`src/rtl/player_speed_scheduler_if.sv`:
```
// Control and status bundle between the input/pickup logic, the speed scheduler
// and the movement block.
interface player_speed_scheduler_if;
   logic       startOfFrame;
   logic       sw_inc;
   logic       sw_dec;
   logic       powerUp_pulse;
   logic       death;
   logic [1:0] base_level;
   logic [1:0] speed_level;
   logic       boost_active;
   logic       boost_warn;
   logic [9:0] boost_frames_left;
   logic       move_tick;

   modport master (
      output startOfFrame, sw_inc, sw_dec, powerUp_pulse, death,
      input  base_level, speed_level, boost_active, boost_warn,
             boost_frames_left, move_tick
   );

   modport slave (
      input  startOfFrame, sw_inc, sw_dec, powerUp_pulse, death,
      output base_level, speed_level, boost_active, boost_warn,
             boost_frames_left, move_tick
   );
endinterface

```
`src/rtl/player_speed_scheduler.sv`:
```
// Per-player speed controller: debug switch level, timed power-up boost with a
// warning tail, and a frame divider that turns the effective level into move ticks.
module player_speed_scheduler #(
   parameter int MAX_LEVEL    = 2,
   parameter int BOOST_FRAMES = 600,
   parameter int WARN_FRAMES  = 120,
   parameter int DIV_BASE     = 4
) (
   input logic                      clk,
   input logic                      resetN,
   player_speed_scheduler_if.slave  bus
);

   localparam logic [1:0] IDLE_ST  = 2'd0;
   localparam logic [1:0] BOOST_ST = 2'd1;
   localparam logic [1:0] WARN_ST  = 2'd2;

   localparam logic [1:0] MAX_LVL  = 2'(MAX_LEVEL);
   localparam logic [9:0] BOOST_LD = 10'(BOOST_FRAMES);
   localparam logic [9:0] WARN_LIM = 10'(WARN_FRAMES);
   localparam logic [2:0] DIV_M1   = 3'(DIV_BASE - 1);

   logic       sw_inc_prev_r;
   logic       sw_dec_prev_r;
   logic [1:0] base_level_r;
   logic [1:0] state_r;
   logic [9:0] frames_left_r;
   logic       boost_active_r;
   logic       boost_warn_r;
   logic [1:0] move_cnt_r;
   logic       move_tick_r;

   logic       inc_edge_s;
   logic       dec_edge_s;
   logic [1:0] base_next_s;
   logic [1:0] state_next_s;
   logic [9:0] frames_next_s;
   logic [9:0] frames_dec_s;
   logic [2:0] level_sum_s;
   logic [1:0] speed_level_s;
   logic [2:0] fire_thresh_s;
   logic       fire_s;
   logic [1:0] move_cnt_next_s;
   logic       move_tick_next_s;

   assign inc_edge_s = bus.sw_inc & ~sw_inc_prev_r;
   assign dec_edge_s = bus.sw_dec & ~sw_dec_prev_r;

   // Saturating switch level; simultaneous edges cancel out.
   always_comb begin
      base_next_s = base_level_r;
      if (inc_edge_s && !dec_edge_s) begin
         if (base_level_r < MAX_LVL) begin
            base_next_s = base_level_r + 2'd1;
         end else begin
            base_next_s = base_level_r;
         end
      end else if (dec_edge_s && !inc_edge_s) begin
         if (base_level_r != 2'd0) begin
            base_next_s = base_level_r - 2'd1;
         end else begin
            base_next_s = base_level_r;
         end
      end else begin
         base_next_s = base_level_r;
      end
   end

   // Boost FSM: death beats a pickup, a pickup beats the per-frame countdown.
   always_comb begin
      state_next_s  = state_r;
      frames_next_s = frames_left_r;
      frames_dec_s  = frames_left_r - 10'd1;
      if (bus.death) begin
         state_next_s  = IDLE_ST;
         frames_next_s = 10'd0;
      end else if (bus.powerUp_pulse) begin
         state_next_s  = BOOST_ST;
         frames_next_s = BOOST_LD;
      end else if (bus.startOfFrame) begin
         case (state_r)
            BOOST_ST, WARN_ST: begin
               frames_next_s = frames_dec_s;
               if (frames_dec_s == 10'd0) begin
                  state_next_s = IDLE_ST;
               end else if (frames_dec_s <= WARN_LIM) begin
                  state_next_s = WARN_ST;
               end else begin
                  state_next_s = BOOST_ST;
               end
            end
            IDLE_ST: begin
               state_next_s  = IDLE_ST;
               frames_next_s = frames_left_r;
            end
            default: begin
               state_next_s  = IDLE_ST;
               frames_next_s = 10'd0;
            end
         endcase
      end else begin
         state_next_s  = state_r;
         frames_next_s = frames_left_r;
      end
   end

   // Effective level: boost adds one, widened so the sum cannot wrap before saturation.
   always_comb begin
      level_sum_s = {1'b0, base_level_r} + {2'b00, (state_r != IDLE_ST)};
      if (level_sum_s > {1'b0, MAX_LVL}) begin
         speed_level_s = MAX_LVL;
      end else begin
         speed_level_s = level_sum_s[1:0];
      end
   end

   // Divider with >= compare so a level raised mid-period fires on the next frame.
   always_comb begin
      fire_thresh_s    = DIV_M1 - {1'b0, speed_level_s};
      fire_s           = ({1'b0, move_cnt_r} >= fire_thresh_s);
      move_cnt_next_s  = move_cnt_r;
      move_tick_next_s = 1'b0;
      if (bus.death) begin
         move_cnt_next_s  = 2'd0;
         move_tick_next_s = 1'b0;
      end else if (bus.startOfFrame) begin
         if (fire_s) begin
            move_cnt_next_s  = 2'd0;
            move_tick_next_s = 1'b1;
         end else begin
            move_cnt_next_s  = move_cnt_r + 2'd1;
            move_tick_next_s = 1'b0;
         end
      end else begin
         move_cnt_next_s  = move_cnt_r;
         move_tick_next_s = 1'b0;
      end
   end

   // Switch history resets high so a switch held through reset needs a fresh press.
   always_ff @(posedge clk or negedge resetN) begin
      if (!resetN) begin
         sw_inc_prev_r <= 1'b1;
         sw_dec_prev_r <= 1'b1;
         base_level_r  <= 2'd0;
      end else begin
         sw_inc_prev_r <= bus.sw_inc;
         sw_dec_prev_r <= bus.sw_dec;
         base_level_r  <= base_next_s;
      end
   end

   // Boost state and its registered status flags.
   always_ff @(posedge clk or negedge resetN) begin
      if (!resetN) begin
         state_r        <= IDLE_ST;
         frames_left_r  <= 10'd0;
         boost_active_r <= 1'b0;
         boost_warn_r   <= 1'b0;
      end else begin
         state_r        <= state_next_s;
         frames_left_r  <= frames_next_s;
         boost_active_r <= (state_next_s != IDLE_ST);
         boost_warn_r   <= (state_next_s == WARN_ST);
      end
   end

   // Movement divider state and registered step pulse.
   always_ff @(posedge clk or negedge resetN) begin
      if (!resetN) begin
         move_cnt_r  <= 2'd0;
         move_tick_r <= 1'b0;
      end else begin
         move_cnt_r  <= move_cnt_next_s;
         move_tick_r <= move_tick_next_s;
      end
   end

   assign bus.base_level        = base_level_r;
   assign bus.speed_level       = speed_level_s;
   assign bus.boost_active      = boost_active_r;
   assign bus.boost_warn        = boost_warn_r;
   assign bus.boost_frames_left = frames_left_r;
   assign bus.move_tick         = move_tick_r;

endmodule

```
`src/flat_wrapper.sv`:
```
// flat-port wrapper written by rule: the top's interface ports become plain ports
module player_speed_scheduler_flat 
#(
   parameter int MAX_LEVEL    = 2,
   parameter int BOOST_FRAMES = 600,
   parameter int WARN_FRAMES  = 120,
   parameter int DIV_BASE     = 4
)
  (clk, resetN, bus_startOfFrame, bus_sw_inc, bus_sw_dec, bus_powerUp_pulse, bus_death, bus_base_level, bus_speed_level, bus_boost_active, bus_boost_warn, bus_boost_frames_left, bus_move_tick);
  player_speed_scheduler_if bus_i ();
  input logic clk;
  input logic resetN;
  input wire logic [$bits(bus_i.startOfFrame)-1:0] bus_startOfFrame;
  input wire logic [$bits(bus_i.sw_inc)-1:0] bus_sw_inc;
  input wire logic [$bits(bus_i.sw_dec)-1:0] bus_sw_dec;
  input wire logic [$bits(bus_i.powerUp_pulse)-1:0] bus_powerUp_pulse;
  input wire logic [$bits(bus_i.death)-1:0] bus_death;
  output wire logic [$bits(bus_i.base_level)-1:0] bus_base_level;
  output wire logic [$bits(bus_i.speed_level)-1:0] bus_speed_level;
  output wire logic [$bits(bus_i.boost_active)-1:0] bus_boost_active;
  output wire logic [$bits(bus_i.boost_warn)-1:0] bus_boost_warn;
  output wire logic [$bits(bus_i.boost_frames_left)-1:0] bus_boost_frames_left;
  output wire logic [$bits(bus_i.move_tick)-1:0] bus_move_tick;
  assign bus_i.startOfFrame = bus_startOfFrame;
  assign bus_i.sw_inc = bus_sw_inc;
  assign bus_i.sw_dec = bus_sw_dec;
  assign bus_i.powerUp_pulse = bus_powerUp_pulse;
  assign bus_i.death = bus_death;
  assign bus_base_level = bus_i.base_level;
  assign bus_speed_level = bus_i.speed_level;
  assign bus_boost_active = bus_i.boost_active;
  assign bus_boost_warn = bus_i.boost_warn;
  assign bus_boost_frames_left = bus_i.boost_frames_left;
  assign bus_move_tick = bus_i.move_tick;
  player_speed_scheduler #(.MAX_LEVEL(MAX_LEVEL), .BOOST_FRAMES(BOOST_FRAMES), .WARN_FRAMES(WARN_FRAMES), .DIV_BASE(DIV_BASE)) u_core (.clk(clk), .resetN(resetN), .bus(bus_i));
endmodule
```
`config.mk`:
```
export PLATFORM = sky130hd
export DESIGN_NAME = player_speed_scheduler_flat
export DESIGN_NICKNAME = d
export VERILOG_FILES = /design/src/rtl/player_speed_scheduler_if.sv /design/src/rtl/player_speed_scheduler.sv /design/src/flat_wrapper.sv
export SDC_FILE = /design/constraint.sdc
export NUM_CORES = 1
export LEC_CHECK = 0
export ABC_AREA = 1
export CORE_MARGIN = 8
export CORE_UTILIZATION = 55
export CTS_BUF_LIST = sky130_fd_sc_hd__clkbuf_8
export DETAILED_ROUTE_END_ITERATION = 8
export PLACE_DENSITY_LB_ADDON = 0.05
export SLEW_MARGIN = 15
export SYNTH_ARGS = -nofsm -noshare
export SYNTH_HDL_FRONTEND = slang
export SYNTH_SLANG_ARGS = --single-unit
```
`constraint.sdc`:
```
create_clock -name clk -period 5.55 [get_ports clk]
set_clock_uncertainty 0.1 [all_clocks]
set_input_delay 0.555 -clock clk [delete_from_list [all_inputs] [get_ports clk]]
set_output_delay 0.555 -clock clk [all_outputs]
set_load 0.02 [all_outputs]
```
==> results.sh, run 1 <==
export IMPL_status="completed"
export IMPL_io_pin_count=24
export IMPL_wire_per_inst_um=13.2
export IMPL_cts_resized=0
export IMPL_synth_area_top_cells="dfrtp_1 37%, nand2_1 12%, inv_1 8.9%, ha_1 7.7%, nor2_1 4.3%"
export IMPL_h_tree_depth=1
export IMPL_min_delay_start="u_core.move_cnt_r[0]"
export IMPL_drc=0
export IMPL_combPwrFrac_pct=40.7
export IMPL_yosysTopAreaCellShare_pct=36.5
export IMPL_die_width_um=64.7
export IMPL_p_per_area_mw_per_mm2=306
export IMPL_die_area_mm2=0.00418
export IMPL_fmax_mhz=369
export IMPL_syn_nets=189
export IMPL_worstSkewPairLatency_ns=0.27
export IMPL_layout_min_cycle_time_ns=2.71
export IMPL_globalplace_congestion=0.844
export IMPL_finalCritPeriodShare_pct=48.8
export IMPL_cts_max_path_buffers=2
export IMPL_ys_types=24
export IMPL_cp_start_kind="flip-flop"
export IMPL_cp_common_cell="inv_1"
export IMPL_cp_end_kind="primary output"
export IMPL_grt_usage_pct=15.2
export IMPL_synth_area_mm2=0.00130
export IMPL_grt_first_pass_wirelength_um=5120
export IMPL_yosys_warnings=0
export IMPL_rows=17
export IMPL_hp_class="flip-flop to flip-flop"
export IMPL_avgSynthCellArea_um2=7.49
export IMPL_synthArstFlopShare_pct=100
export IMPL_synthTopCellsByCount="41 x nand2_1, 31 x inv_1, 19 x dfrtp_1"
export IMPL_critical_path_max_stage_delay_ns=0.60
export IMPL_via_per_inst=5.25
export IMPL_syn_to_final_growth_pct=23.8
export IMPL_maxSlewHeadroom_pct=36.7
export IMPL_initial_core_util_pct=58.3
export IMPL_wl_um=3010
export IMPL_power_total_uw=493
export IMPL_worst_hold_slack_ns=0.473
export IMPL_first_pass_iters=4
export IMPL_antenna_left=0
export IMPL_synth_edf_count=0
export IMPL_worstPathCellList="inv_1, ha_1, inv_1, ha_1, inv_1, ha_1, nand2_1, inv_1, clkdlybuf4s50_1"
export IMPL_grt_pass1_vias=1167
export IMPL_tns_ns=0
export IMPL_drv_slew=0
export IMPL_critical_path_arrival_ns=2.05
export IMPL_num_antenna_cells=0
export IMPL_hpwl_um=2320
export IMPL_yosysTopAreaCell="dfrtp_1"
export IMPL_synth_most_common_cell="nand2_1"
export IMPL_p_leak_uw=0.000849
export IMPL_path_class="flip-flop to primary output"
export IMPL_drive_gt1_share_pct=11.0
export IMPL_clk_pin_slew_ns=0.08
export IMPL_p_clk_share_pct=21.3
export IMPL_cap_violations=0
export IMPL_yosys_register_bits=21
export IMPL_tightest_slew_ns=0.947
export IMPL_slowest_stage="clkdlybuf4s50_1"
export IMPL_setup_violations_final=0
export IMPL_cts_hold_buf=0
export IMPL_ir_worst_vdd_v=0.000246
export IMPL_rsz0062_at_grt="false"
export IMPL_required_ns=4.89
export IMPL_placed_cells=224
export IMPL_hold_viol=0
export IMPL_grt_max_degree=22
export IMPL_cts_buffers=3
export IMPL_clock_sinks=21
export IMPL_drt_initial_drc_count=78
export IMPL_fp_dieH_um=64.7
export IMPL_ys_seq_area_share_pct=40.5
export IMPL_post_cts_setup_buffer_count=0
export IMPL_cp_startpoint="u_core.state_r[0]"
export IMPL_synthFlopType="dfrtp_1"
export IMPL_internal_power_uw=306
export IMPL_switching_share_pct=37.9
export IMPL_cts_root_buf="clkbuf_8"
export IMPL_cts_tree="yes"
export IMPL_fin_nets=216
export IMPL_p_sw_uw=187
export IMPL_instances_no_fill=228
export IMPL_synthCells=174
export IMPL_r2r_start="u_core.state_r[0]"
export IMPL_grt_remaining_overflow=0
export IMPL_num_vias=1197
export IMPL_io_buffers=23
export IMPL_crit_fanout=2
export IMPL_antenna_found_initial=0
export IMPL_seq_power_share_pct=38.0
export IMPL_final_core_util_pct=72.2
export IMPL_core_area_mm2=0.00223
kinds of logic after synthesis:
logic type	Yosys count	share of synthesized area (%)
AOI/OAI and AO/OA	25	11.0
adders and majority gates	8	7.69
buffers and inverters	35	10.1
DFF	21	40.5
and+or+nand+nor	85	30.7
per-layer routing:
metal | global-route usage [%] | part of all wire, %
met5 | 0 | 0
met3 | 3.61 | 6.2
met1 | 18.4 | 45
met4 | 8.17 | 1.8
met2 | 24.2 | 47
path summary, 6_finish.rpt:
kind                                         to  slack, ns  cells past startpoint
max in group asynchronous  u_core.move_cnt_r[0]       4.06                      1
setup reg to reg           u_core.move_cnt_r[1]       3.33                     13
setup / recovery             bus_speed_level[0]       2.84                      9
min in group asynchronous  u_core.move_cnt_r[1]       0.71                      1
hold reg to reg            u_core.move_cnt_r[1]       0.47                      3
hold / removal             u_core.move_cnt_r[1]       0.47                      3
layout make-up:
cell class / instances / area [um2]
clock buffers: 3 / 41.3
clock inverters: 1 / 7.51
fillers: 179 / 621
inverters: 34 / 128
multi-input cells: 118 / 643
flip-flops and latches: 21 / 528
well taps: 28 / 35.0
repair buffers: 23 / 230
critical path, delay by kind of cell, from the launching register on:
kind	cells	cell delay, ns
buffers and inverters	5	0.87
adders and majority gates	3	0.48
DFF	1	0.38
and+or+nand+nor	1	0.07
cells in the final DEF (no fill, tap or decap):
cell type	synthesis	final
nor2_2	2	2
a211oi_1	1	1
inv_1	31	31
nand2_2	6	6
nor3_1	1	1
dfrtp_1	19	19
nor2_1	15	15
nand3_2	1	1
clkinv_1	1	1
clkinvlp_4	0	1
nand2_1	41	41
inv_2	2	2
nand4_1	3	3
o21ai_0	8	8
clkbuf_8	0	3
nor3_2	1	1
clkdlybuf4s50_1	0	23
nand3_1	11	11
dfstp_2	2	2
ha_1	8	8
o22ai_1	5	5
a21oi_1	8	8
nor2_4	3	3
a31o_2	1	1
a21o_1	2	2
nand3b_1	1	1
registers in the layout, indices dropped and copies added (netlist names):
name	count
u_core.state_r	2
u_core.sw_dec_prev_r	1
u_core.bus.boost_active	1
u_core.bus.move_tick	1
u_core.move_cnt_r	2
u_core.sw_inc_prev_r	1
u_core.bus.boost_frames_left	10
u_core.bus.boost_warn	1
u_core.bus.base_level	2
power by group through the flow:
stage / clock network [uW] / registers, uW / logic, uW
global route: 113 / 190 / 223
CTS: 109 / 187 / 202
global placement: 0 / 189 / 189
finish: 105 / 187 / 200
floorplan: 0 / 201 / 112
detailed placement: 0 / 190 / 200
stage by stage:
stage / instance area [um2] / worst slack [ns]
after floorplan: 1300 / 3.56
after global placement: 1560 / 3.21
final: 1610 / 2.84
after CTS: 1610 / 2.83
after global routing: 1610 / 2.70
after detailed placement: 1560 / 3.14
Note: power is estimated with default switching activity, not from simulation.
==> run 2: changes to the inputs <==
--- a/config.mk
+++ b/config.mk
@@ -7,7 +7,7 @@
 export LEC_CHECK = 0
 export ABC_AREA = 1
 export CORE_MARGIN = 8
-export CORE_UTILIZATION = 55
+export CORE_UTILIZATION = 54
 export CTS_BUF_LIST = sky130_fd_sc_hd__clkbuf_8
 export DETAILED_ROUTE_END_ITERATION = 8
 export PLACE_DENSITY_LB_ADDON = 0.05
==> constraint.sdc (replaced) <==
create_clock -name clk -period 2.5 [get_ports clk]
set_clock_uncertainty 0.1 [all_clocks]
set_input_delay 0.25 -clock clk [delete_from_list [all_inputs] [get_ports clk]]
set_output_delay 0.25 -clock clk [all_outputs]
set_load 0.02 [all_outputs]
==> results.sh, run 2 (synthesis results as in run 1) <==
export IMPL_initial_core_util_pct=57.8
export IMPL_hpwl_um=2260
export IMPL_die_width_um=65.1
export IMPL_grt_usage_pct=14.2
export IMPL_grt_pass1_vias=1134
export IMPL_layout_commonest_cell="nand2_1"
export IMPL_r2r_cells=13
export IMPL_placed_cells=225
export IMPL_grt_max_degree=22
export IMPL_fin_nets=217
export IMPL_setup_violations_final=0
export IMPL_crit_fanout=2
export IMPL_via_per_inst=5.21
export IMPL_p_per_area_mw_per_mm2=671
export IMPL_tightest_slew_ns=0.583
export IMPL_cap_violations=0
export IMPL_cts_tree="yes"
export IMPL_drc=0
export IMPL_cts_max_path_buffers=2
export IMPL_wire_per_inst_um=12.8
export IMPL_instances_no_fill=229
export IMPL_h_tree_depth=1
export IMPL_die_area_mm2=0.00424
export IMPL_clk_pin_slew_ns=0.08
export IMPL_io_pin_count=24
export IMPL_first_pass_iters=4
export IMPL_core_area_mm2=0.00225
export IMPL_required_ns=2.15
export IMPL_grt_remaining_overflow=0
export IMPL_layout_min_cycle_time_ns=2.36
export IMPL_clock_sinks=21
export IMPL_globalplace_congestion=0.839
export IMPL_drive_gt1_share_pct=11.4
export IMPL_maxSlewHeadroom_pct=60.8
export IMPL_hold_viol=0
export IMPL_cp_start_kind="flip-flop"
export IMPL_rsz0062_at_grt="false"
export IMPL_num_vias=1194
export IMPL_tns_ns=0
export IMPL_drt_initial_drc_count=113
export IMPL_antenna_left=0
export IMPL_p_leak_uw=0.000866
export IMPL_path_class="flip-flop to primary output"
export IMPL_hp_class="input pin to async pin"
export IMPL_rows=17
export IMPL_cts_root_buf="clkbuf_8"
export IMPL_finalCritPeriodShare_pct=94.2
export IMPL_final_cell_mix="41 x nand2_1, 31 x inv_1, 22 x clkdlybuf4s50_1"
export IMPL_grt_first_pass_wirelength_um=4890
export IMPL_worst_hold_slack_ns=0.228
export IMPL_cp_end_kind="primary output"
export IMPL_fp_dieH_um=65.1
export IMPL_wl_um=2920
export IMPL_io_buffers=23
export IMPL_fmax_mhz=425
export IMPL_antenna_found_initial=0
export IMPL_ir_worst_vdd_v=0.000507
export IMPL_post_cts_setup_buffer_count=0
export IMPL_power_total_uw=1090
export IMPL_cts_buffers=3
export IMPL_drv_slew=0
export IMPL_largest_register_ffs=10
export IMPL_num_antenna_cells=0
export IMPL_worstSkewPairLatency_ns=0.26
export IMPL_status="completed"
export IMPL_critical_path_arrival_ns=2.01
export IMPL_syn_to_final_growth_pct=24.6
## run 2: layout make-up
type	instances	area, um2
multi-input combinational	118	643
fill	182	632
sequential	21	528
timing repair buffer	24	240
inverter	34	128
clock buffer	3	41.3
tap	28	35.0
clock inverter	1	7.51
## run 2: through the flow
step | cell area [um2] | worst slack, ns | util (%)
after floorplan | 1300 | 0.510 | -
after global placement | 1570 | 0.466 | 69.7
after detailed placement | 1570 | 0.304 | 69.7
after CTS | 1620 | 0.0682 | 71.9
after global routing | 1620 | 0.0129 | 72.0
final | 1620 | 0.145 | 72.0
## run 2: layer usage
metal / vias up / global-route usage (%) / routed length [um]
met5: - / 0 / 0
met4: 0 / 4.09 / 36
met3: 5 / 4.58 / 228
met2: 53 / 22.9 / 1340
met1: 534 / 17.9 / 1320
li1: 602 / - / -
## run 2: timing repair
item,4_1_cts,5_1_grt
endpoints found under the setup margin,0,1
resized for setup,0,1
hold buffers,0,0
## run 2: final timing paths
path | startpoint | to | slack (ns)
max in group asynchronous | resetN | u_core.sw_inc_prev_r | 1.80
max reg2reg | u_core.state_r[0] | u_core.move_cnt_r[1] | 0.26
min reg2reg | u_core.move_cnt_r[0] | u_core.move_cnt_r[1] | 0.48
min in group clk | bus_sw_inc | u_core.sw_inc_prev_r | 0.32
min | resetN | u_core.bus.boost_frames_left[9] | 0.23
max | u_core.state_r[0] | bus_speed_level[1] | 0.14
## run 2: power breakdown
group / switching (uW) / internal (uW)
clock network: 119 / 113
logic: 252 / 189
registers: 38.3 / 378
## run 2: critical path: stages (launching register included)
cell             delay (ns)
dfrtp_1                0.35
inv_1                  0.05
ha_1                   0.20
inv_1                  0.08
ha_1                   0.14
inv_1                  0.06
ha_1                   0.18
inv_1                  0.08
clkdlybuf4s50_1        0.61
==> run 3: changes to the inputs <==
--- a/config.mk
+++ b/config.mk
@@ -9,6 +9,7 @@
 export CORE_MARGIN = 8
 export CORE_UTILIZATION = 54
 export CTS_BUF_LIST = sky130_fd_sc_hd__clkbuf_8
+export CTS_CLUSTER_SIZE = 12
 export DETAILED_ROUTE_END_ITERATION = 8
 export PLACE_DENSITY_LB_ADDON = 0.05
 export SLEW_MARGIN = 15
==> results of run 3 <==
Final layout, timing and power as in run 2 (identical DEF).
